`src/rtl/branch_resolve_ctrl.sv`:
```
// ---------------------------------------------------------------------------
// branch_resolve_ctrl
//   D-stage branch sequencer sitting on top of the operand comparator flags.
//   A branch is held in D (br_stall) until its forwarded operands are final.
//   It is then resolved in the same cycle: next-PC select plus branch target.
//   When a branch-likely is not taken, the following cycle nullifies the delay
//   slot through flush_ds. The block also keeps branch, taken and stall
//   performance counters, and a sticky error for over-long operand waits.
//
// Ports
//   i_clk          clock, rising edge
//   i_reset        synchronous active-low reset
//   i_ext_stall    pipeline freeze from elsewhere; holds all state
//   i_d_valid      D-stage instruction valid
//   i_br_type      0 none,1 beq,2 bne,3 blez,4 bgtz,5 bltz,6 bgez,7 brtz
//   i_br_likely    branch-likely variant
//   i_opnd_ready   comparator operands are final
//   i_cmp_*        comparator flags (is0/e0/g0/l0/new)
//   i_d_pc         PC of the D-stage branch
//   i_d_imm16      branch word offset
//   o_br_stall     freeze F/D this cycle (comb)
//   o_npc_sel      take o_br_target as next PC (comb)
//   o_br_target    d_pc + 4 + sext(imm) << 2 (comb)
//   o_flush_ds     registered; bubble the delay-slot instruction now in D
//   o_wait_err     sticky: an operand wait exceeded MAX_WAIT cycles
//   o_cnt_br/o_cnt_taken/o_cnt_stall  performance counters
// ---------------------------------------------------------------------------
module branch_resolve_ctrl #(
    parameter int MAX_WAIT = 3,
    parameter int CNT_W    = 32
) (
    input  logic             i_clk,
    input  logic             i_reset,
    input  logic             i_ext_stall,
    input  logic             i_d_valid,
    input  logic [2:0]       i_br_type,
    input  logic             i_br_likely,
    input  logic             i_opnd_ready,
    input  logic             i_cmp_is0,
    input  logic             i_cmp_e0,
    input  logic             i_cmp_g0,
    input  logic             i_cmp_l0,
    input  logic             i_cmp_new,
    input  logic [31:0]      i_d_pc,
    input  logic [15:0]      i_d_imm16,
    output logic             o_br_stall,
    output logic             o_npc_sel,
    output logic [31:0]      o_br_target,
    output logic             o_flush_ds,
    output logic             o_wait_err,
    output logic [CNT_W-1:0] o_cnt_br,
    output logic [CNT_W-1:0] o_cnt_taken,
    output logic [CNT_W-1:0] o_cnt_stall
);

    // Wait counter only needs to reach MAX_WAIT+1; it saturates there.
    localparam int WC_W = $clog2(MAX_WAIT + 2);
    localparam logic [WC_W-1:0] WC_LIM = WC_W'(MAX_WAIT + 1);

    typedef enum logic [1:0] {
        S_IDLE = 2'd0,
        S_WAIT = 2'd1,
        S_NULL = 2'd2
    } state_t;

    state_t            r_state;
    state_t            w_next_state;
    logic [WC_W-1:0]   r_wait_cnt;
    logic [WC_W-1:0]   w_wait_cnt_next;
    logic              r_flush_ds;
    logic              r_wait_err;
    logic [CNT_W-1:0]  r_cnt_br;
    logic [CNT_W-1:0]  r_cnt_taken;
    logic [CNT_W-1:0]  r_cnt_stall;

    logic              w_is_br;
    logic              w_cond;
    logic              w_stall;
    logic              w_npc_sel;
    logic              w_resolve;
    logic              w_taken;
    logic              w_err_set;
    logic [31:0]       w_offset;

    assign w_is_br  = i_d_valid & (i_br_type != 3'd0);

    // Branch target does not depend on state; it is only meaningful with npc_sel.
    assign w_offset    = {{14{i_d_imm16[15]}}, i_d_imm16, 2'b00};
    assign o_br_target = i_d_pc + 32'd4 + w_offset;

    always_comb begin
        w_cond = 1'b0;
        case (i_br_type)
            3'd1:    w_cond = i_cmp_is0;
            3'd2:    w_cond = ~i_cmp_is0;
            3'd3:    w_cond = i_cmp_e0 | i_cmp_l0;
            3'd4:    w_cond = i_cmp_g0;
            3'd5:    w_cond = i_cmp_l0;
            3'd6:    w_cond = ~i_cmp_l0;
            3'd7:    w_cond = i_cmp_new;
            default: w_cond = 1'b0;
        endcase
    end

    always_comb begin
        w_next_state    = r_state;
        w_wait_cnt_next = r_wait_cnt;
        w_stall         = 1'b0;
        w_npc_sel       = 1'b0;
        w_resolve       = 1'b0;
        w_taken         = 1'b0;
        w_err_set       = 1'b0;
        case (r_state)
            S_NULL: begin
                // Delay slot of a not-taken likely branch: D content is ignored.
                if (!i_ext_stall) begin
                    w_next_state = S_IDLE;
                end
            end
            default: begin
                if (w_is_br) begin
                    if (!i_opnd_ready) begin
                        // br_stall is reported even while frozen externally.
                        w_stall = 1'b1;
                        if (!i_ext_stall) begin
                            w_next_state    = S_WAIT;
                            w_wait_cnt_next = (r_wait_cnt == WC_LIM) ? r_wait_cnt
                                                                     : r_wait_cnt + 1'b1;
                            w_err_set       = (w_wait_cnt_next == WC_LIM);
                        end
                    end else if (!i_ext_stall) begin
                        w_npc_sel       = w_cond;
                        w_resolve       = 1'b1;
                        w_taken         = w_cond;
                        w_wait_cnt_next = '0;
                        w_next_state    = (i_br_likely && !w_cond) ? S_NULL : S_IDLE;
                    end
                end else if (!i_ext_stall) begin
                    // Branch dropped (e.g. killed by a flush): abandon the wait.
                    w_next_state    = S_IDLE;
                    w_wait_cnt_next = '0;
                end
            end
        endcase
    end

    always_ff @(posedge i_clk) begin
        if (!i_reset) begin
            r_state     <= S_IDLE;
            r_wait_cnt  <= '0;
            r_flush_ds  <= 1'b0;
            r_wait_err  <= 1'b0;
            r_cnt_br    <= '0;
            r_cnt_taken <= '0;
            r_cnt_stall <= '0;
        end else if (!i_ext_stall) begin
            r_state    <= w_next_state;
            r_wait_cnt <= w_wait_cnt_next;
            r_flush_ds <= (w_next_state == S_NULL);
            if (w_err_set) begin
                r_wait_err <= 1'b1;
            end
            if (w_resolve) begin
                r_cnt_br <= r_cnt_br + 1'b1;
            end
            if (w_taken) begin
                r_cnt_taken <= r_cnt_taken + 1'b1;
            end
            if (w_stall) begin
                r_cnt_stall <= r_cnt_stall + 1'b1;
            end
        end
    end

    assign o_br_stall  = w_stall;
    assign o_npc_sel   = w_npc_sel;
    assign o_flush_ds  = r_flush_ds;
    assign o_wait_err  = r_wait_err;
    assign o_cnt_br    = r_cnt_br;
    assign o_cnt_taken = r_cnt_taken;
    assign o_cnt_stall = r_cnt_stall;

endmodule
```
`config.mk`:
```
export PLATFORM = sky130hd
export DESIGN_NAME = branch_resolve_ctrl
export DESIGN_NICKNAME = d
export VERILOG_FILES = /design/src/rtl/branch_resolve_ctrl.sv
export SDC_FILE = /design/constraint.sdc
export NUM_CORES = 1
export LEC_CHECK = 0
export CAP_MARGIN = 30
export CORE_AREA = 2 2 118 120
export CTS_BUF_LIST = sky130_fd_sc_hd__clkbuf_4 sky130_fd_sc_hd__clkbuf_8 sky130_fd_sc_hd__clkbuf_16
export CTS_CLUSTER_DIAMETER = 150
export DETAILED_ROUTE_END_ITERATION = 8
export DIE_AREA = 0 0 120 122
export PLACE_DENSITY = 0.88
export SLEW_MARGIN = 10
export SYNTH_ARGS = -nofsm -noshare
export SYNTH_HDL_FRONTEND = slang
export SYNTH_SLANG_ARGS = --single-unit
```
`constraint.sdc`:
```
create_clock -name i_clk -period 7.24 [get_ports i_clk]
set_input_delay 1.448 -clock i_clk [delete_from_list [all_inputs] [get_ports i_clk]]
set_output_delay 1.448 -clock i_clk [all_outputs]
set_load 0.05 [all_outputs]
```
==> impl_results.md, run 1 <==
- Status: finished clean
- Routed len/inst: 14.2 um
- Mapped Nets: 900
- Pwr dens: 179 mW/mm2
- Max Cap Violations: 0
- Cell Chain, Critical Path: clkdlybuf4s50_1 > ha_1 > ha_1 > a21oi_1 > nand2_1 > a221oi_1 > o22ai_1 > a311oi_1 > nand3b_1 > o311ai_0 > clkdlybuf4s50_1
- Via density per instance: 5.29
- Die Width: 120 um
- Leakage: 3.48 nW
- Detail Route Antenna Nets: 0
- RSZ-0062 raised after global routing: false
- Post-Syn Area: 0.00650 mm2
- Post-CTS Hold Fix Bufs: 0
- Library cells used by synthesis: 60
- Placeable Area: 0.0135 mm2
- Iter 0 DRT Violations: 331
- GPL Wtd Cong: 0.909
- Comb pwr share: 0.336
- Clock skew: 0.00804 ns
- Vias in the first global route: 5613
- Largest net degree at the start of global routing: 58
- ANT cells: 0
- Peak supply drop: 0.154 mV
- Asr flop ratio synth: 0
- Bufs on Longest Clock Path: 2
- Crit end category: output port
- Post-CTS Setup Bufs: 0
- Site Rows: 43
- Worst Path Arrival: 5.27 ns
- CTS tree: yes
- Final Hold Fails: 0
- Pre-antenna DRT Iters: 5
- Post-synth top flop: dfxtp_1
- Yosys warns: 0
- Final setup fails: 0
- Die H: 122 um
- Clock sinks: 103
- Slowest cell on crit path: clkdlybuf4s50_1
- P_int: 1.02 mW
- Initial cell density of the core: 0.482
- Total GRT Usage: 0.219
- Clock share of power: 0.306
- FF+latch count, synth: 103
- Number of max-slew violations in the final report: 0
- Post-synth top area share: 0.317
- Clk_lat worst skew: 0.35 ns
- Reg power frac: 0.358
- Setup TNS: 0 ns
- Max_slew headroom: 0.539
- Sw frac: 0.356
- Residual DRC: 0
- Period utilisation layout: 0.928
- Post-synthesis to final-layout area growth: 36.3%
- Number of clock buffers inserted by TritonCTS: 9
- Main area contributors after synthesis: dfxtp_1 (32%), ha_1 (12%), xor2_1 (8.8%), xnor2_1 (5.8%), nor2_1 (4.6%)
- Io pins: 194
- Mean post-synth cell area: 8.39 um2
- Share of layout cells above drive strength 1: 0.0385
- NetSw: 0.565 mW
- FMAX: 149 MHz
- WP data required: 5.79 ns
- Die area: 0.0146 mm2
- Final min period: 6.72 ns
- CTS root buf: clkbuf_16
- Cells after Synth: 775
- Final Power: 1.59 mW
- Commonest cells post-synth: dfxtp_1 (103), nor2_1 (79), nand2_1 (72)
- Total congestion overflow: 0
- Vias: 6040
- H-tree depth: 3
- Kind of critical path: in2out
- First-pass GRT wire length: 26.6 mm
- Crit Path Max Fanout: 12
- Most frequent cell after synthesis: dfxtp_1
- Overall routed net length: 16.1 mm
- Yosys top cell by area: dfxtp_1
- Post-synthesis sequential area ratio: 0.317
- Port buffer count: 189
- Slew @ Worst Pin: 0.688 ns
- Initial antenna violation count: 0
- Hpwl dp: 12.3 mm
- HP Class: reg2reg
- Clock transition at path regs: 0.07 ns
- CP max stage delay: 0.87 ns
- Post_cts resized: 0
- Crit start category: primary input
- Final nets: 1081
- Post-synth EDFFs: 0
cell type report:
type	instances	area [um2]
inverter	23	86.3
sequential	103	2060
tap	180	225
fill	1070	4640
clock buffer	11	253
multi-input combinational	626	4250
timing repair buffer	193	1930
clock inverter	5	47.5
cells by family after synthesis:
logic type                 share of synthesized area
muxes                                        0.00481
and+or+nand+nor                                0.262
xor gates and xnor gates                       0.145
DFF                                            0.317
adders and majority gates                      0.122
AOI/OAI and AO/OA                              0.120
buffers and inverters                         0.0289
state kept, by name (all words and copies together), names as in the netlist:
name and cells:
o_cnt_br 32, o_cnt_stall 32, o_cnt_taken 32, r_wait_cnt 3, r_state 2, o_flush_ds 1
o_wait_err 1
per-layer routing:
| layer | routed length, um | vias up | part of all wire | global-route usage |
|---|---|---|---|---|
| met2 | 7670 | 183 | 0.48 | 0.370 |
| met3 | 1190 | 21 | 0.074 | 0.0604 |
| met4 | 258 | 0 | 0.016 | 0.0647 |
| met5 | 0 | - | 0 | 0 |
| li1 | - | 3066 | - | - |
| met1 | 7030 | 2770 | 0.44 | 0.272 |
power groups by stage:
stage / Sequential, mW / Combinational (mW) / Clock [mW]
6_report: 0.569 / 0.534 / 0.486
5_1_grt: 0.570 / 0.568 / 0.516
4_1_cts: 0.569 / 0.533 / 0.496
3_5_place_dp: 0.583 / 0.531 / 0
3_3_place_gp: 0.583 / 0.524 / 0
2_1_floorplan: 0.586 / 0.359 / 0
cells in the final DEF (no fill, tap or decap), types with 9 or more instances in the layout:
cell type,n
a21oi_1,40
nor3_1,19
a21o_1,12
nor2_1,79
nand3_1,46
and2_1,29
clkbuf_16,9
clkdlybuf4s50_1,189
nor2b_1,13
or3_1,12
nand4_1,19
o21ai_0,25
ha_1,62
nand2_1,72
inv_1,22
dfxtp_1,103
xnor2_1,43
xor2_1,65
and3_1,17
stage by stage:
stage | instances | utilization | hold slack (ns) | worst slack, ns | cell area (um2)
2_1_floorplan | 775 | - | 0.439 | 0.621 | 6500
3_3_place_gp | 1124 | 0.633 | 0.449 | 0.570 | 8540
3_5_place_dp | 1124 | 0.633 | 0.454 | 0.530 | 8540
4_1_cts | 1140 | 0.655 | 0.465 | 0.525 | 8840
5_1_grt | 1141 | 0.656 | 0.503 | 0.292 | 8860
6_report | 1141 | 0.656 | 0.465 | 0.522 | 8860
path summary, 6_finish.rpt:
kind,start,endpoint,slack (ns),cells past startpoint
worst max register to register,r_state[1]$_SDFFE_PN0N_,o_cnt_br[31]$_SDFFE_PN0P_,4.58,7
worst min register to register,r_state[1]$_SDFFE_PN0N_,r_state[1]$_SDFFE_PN0N_,0.46,2
worst max-delay path,i_d_imm16[15],o_br_target[27],0.52,11
worst min-delay path,r_state[1]$_SDFFE_PN0N_,r_state[1]$_SDFFE_PN0N_,0.46,2
worst max-delay path, delay by kind of cell:
family          cells  cell delay [ns]
compound gates      5             1.25
simple gates        2             0.19
fa+ha+maj           2             0.70
buf+inv             2             1.67
Power figures use the tool's default switching activity.
==> inputs of run 2 (changes only) <==
--- a/config.mk
+++ b/config.mk
@@ -6,12 +6,12 @@
 export NUM_CORES = 1
 export LEC_CHECK = 0
 export CAP_MARGIN = 30
-export CORE_AREA = 2 2 118 120
+export CORE_AREA = 2 2 125 127
 export CTS_BUF_LIST = sky130_fd_sc_hd__clkbuf_4 sky130_fd_sc_hd__clkbuf_8 sky130_fd_sc_hd__clkbuf_16
 export CTS_CLUSTER_DIAMETER = 150
 export DETAILED_ROUTE_END_ITERATION = 8
-export DIE_AREA = 0 0 120 122
-export PLACE_DENSITY = 0.88
+export DIE_AREA = 0 0 127 129
+export PLACE_DENSITY = 0.83
 export SLEW_MARGIN = 10
 export SYNTH_ARGS = -nofsm -noshare
 export SYNTH_HDL_FRONTEND = slang
==> constraint.sdc (replaced) <==
create_clock -name i_clk -period 5.9 [get_ports i_clk]
set_input_delay 1.18 -clock i_clk [delete_from_list [all_inputs] [get_ports i_clk]]
set_output_delay 1.18 -clock i_clk [all_outputs]
set_load 0.05 [all_outputs]
==> run 2 against run 1 <==
Against the previous run: global-route usage down 1.8 points; count of clock-buffer cells in the layout down 2; worst hold slack better by 0.0019 ns; critical path depth up 4; utilization down 5.7 points; combinational power up 31%; sequential cell count unchanged; cell area up 1.3%; critical endpoint is now o_br_target[25].
==> impl_results.md, run 2 (synthesis gave the netlist of run 1 again) <==
- Post_cts resized: 0 (unchanged)
- Dpl cell area: 0.00865 mm2 (+1.3%)
- Clock transition at path regs: 0.07 ns (about the same)
- Number of max-slew violations in the final report: 0 (unchanged)
- Levels on crit path: 15 (+4)
- Crit Path Max Fanout: 4 (-8)
- Final setup fails: 0 (unchanged)
- Worst R2R Setup Slack: 3.19 ns (-1.39 ns)
- Period utilisation layout: 0.958
- Most used cell, CP: inv_1
- Status: finished clean
- CTS tree: yes
- Max_slew headroom: 0.539 (about the same)
- Max Cap Violations: 0 (unchanged)
- Grt met1 use: 0.243 (-0.0284)
- Die Width: 127 um (+5.8%)
- Worst r2r dst: o_cnt_br[31]$_SDFFE_PN0P_
- Vias: 6028 (-0.20%)
- Share of layout cells above drive strength 1: 0.0541 (+0.0156)
- Cell Chain, Critical Path: clkdlybuf4s50_1 > inv_1 > ha_1 > inv_1 > ha_1 > inv_1 > fa_1 > nand2b_1 > a21oi_1 > nor2_1 > o41ai_4 > a21boi_1 > o31ai_1 > xor2_1 > buf_12
- Setup TNS: 0 ns (unchanged)
- Post-CTS Hold Fix Bufs: 0 (unchanged)
- Reg2Reg Depth: 7 (unchanged)
- Final nets: 1081 (unchanged)
- CP max stage delay: 0.45 ns (-0.42 ns)
- Final Power: 2.04 mW (+28%)
- Die H: 129 um (+5.7%)
- Initial antenna violation count: 0 (unchanged)
- Peak supply drop: 0.123 mV (-20%)
- Kind of critical path: in2out
- Final min period: 5.65 ns
- CTS root buf: clkbuf_16
- Routed len/inst: 14.4 um (+1.6%)
- Residual DRC: 0 (unchanged)
- Hpwl dp: 12.8 mm (+4.2%)
- Most common cell after layout, fill and taps aside: clkdlybuf4s50_1
- Slew @ Worst Pin: 0.689 ns (+0.000544 ns)
- Delay-heaviest family, CP: compound AO/OA/AOI/OAI gates
- Met3 usage: 0.0599 (-0.000518)
- Clock sinks: 103 (unchanged)
- Design Area, Final: 0.00898 mm2 (+1.3%)
- Initial cell density of the core: 0.434 (-0.0474)
- Total congestion overflow: 0 (unchanged)
- Most frequent cells in the layout: clkdlybuf4s50_1 (174), dfxtp_1 (103), nor2_1 (79), nand2_1 (72), xor2_1 (65)
- H-tree depth: 3 (unchanged)
- Pwr dens: 227 mW/mm2 (+27%)
- Final Hold Fails: 0 (unchanged)
- Io pins: 194 (unchanged)
- Fill count: 1314 (+23%)
- Placeable Area: 0.0150 mm2 (+11%)
- Crit end category: output port
- First-pass GRT wire length: 27.1 mm (+2.1%)
- Largest net degree at the start of global routing: 48 (-17%)
- Critical path launch point: i_d_pc[2]
- GPL Wtd Cong: 0.911 (+0.24%)
- WP data required: 4.72 ns (-1.07 ns)
- Worst Setup EP: o_br_target[25]
- Top Usage Layer GRT: met2
- Clk_lat worst skew: 0.35 ns (about the same)
- Slowest cell on crit path: clkdlybuf4s50_1
- Overall routed net length: 16.5 mm (+2.3%)
- Via density per instance: 5.25 (-0.89%)
- Post-CTS Setup Bufs: 0 (unchanged)
- Buf/Inv on CP: 5 (+3)
- Leakage: 3.54 nW (+1.7%)
- FMAX: 177 MHz
- Worst Path Arrival: 4.47 ns (-0.80 ns)
- Port buffer count: 189 (unchanged)
- Detail Route Antenna Nets: 0 (unchanged)
- Total GRT Usage: 0.201 (-0.0178)
- Iter 0 DRT Violations: 224 (-32%)
- Die area: 0.0164 mm2 (+12%)
- ANT cells: 0 (unchanged)
- Bufs on Longest Clock Path: 2 (unchanged)
- RSZ-0062 raised after global routing: false
- Crit start category: primary input
- HP Class: reg2reg
- RR Startpoint: r_state[1]$_SDFFE_PN0N_
- Met2 GRT Util: 0.348 (-0.0215)
- Site Rows: 45 (+4.7%)
- Vias in the first global route: 5671 (+1.0%)
- Number of clock buffers inserted by TritonCTS: 9 (unchanged)
- Pre-antenna DRT Iters: 4 (-1)
- Clock skew: 0.0110 ns (+0.00301 ns)
- Post-synthesis to final-layout area growth: 38.1%
==> run 2: per-layer routing <==
metal,up-vias,wire [um]
li1,3062,-
met1,2792,7250
met2,157,7820
met3,17,1240
met4,0,214
met5,-,0
==> run 2: per-stage QoR <==
step	setup WS [ns]	util	cells	hold slack (ns)
2_1_floorplan	0.412	-	775	0.439
3_3_place_gp	0.317	0.576	1132	0.448
3_5_place_dp	0.173	0.578	1133	0.455
4_1_cts	0.162	0.600	1149	0.471
5_1_grt	0.0664	0.600	1149	0.494
6_report	0.250	0.600	1149	0.467
==> run 2: worst register-to-register path: stages (launching register included) <==
cell and delay (ns):
dfxtp_1 0.32, nor2b_1 0.23, nor4b_4 0.67, nand4_1 0.43, nor2_2 0.50, nand4_1 0.18
xnor2_1 0.16, and2_1 0.15
==> run 2: layout make-up <==
class	instances	area, um2	share of cell area
clock buffers	9	225	0.0251
flip-flops and latches	103	2060	0.230
well taps	188	235	0.0262
clock inverters	7	100	0.0111
repair buffers	193	2020	0.225
multi-input cells	626	4250	0.474
inverters	23	86.3	0.00961
==> run 2: worst min path at each step <==
stage	end	cells after the start	from	slack (ns)
3_5_place_dp	r_state[1]$_SDFFE_PN0N_	2	r_state[1]$_SDFFE_PN0N_	0.45
2_1_floorplan	r_state[1]$_SDFFE_PN0N_	2	r_state[1]$_SDFFE_PN0N_	0.44
6_report	o_flush_ds$_SDFFE_PN0N_	2	o_flush_ds$_SDFFE_PN0N_	0.47
3_3_place_gp	o_wait_err$_SDFFE_PN0P_	1	o_wait_err$_SDFFE_PN0P_	0.45
4_1_cts	o_flush_ds$_SDFFE_PN0N_	2	o_flush_ds$_SDFFE_PN0N_	0.47
5_1_grt	o_wait_err$_SDFFE_PN0P_	1	o_wait_err$_SDFFE_PN0P_	0.49
==> run 2: power breakdown <==
group / total, mW / internal, mW / switching (mW)
Sequential: 0.699 / 0.696 / 0.00235
Combinational: 0.702 / 0.276 / 0.426
Clock: 0.640 / 0.344 / 0.295
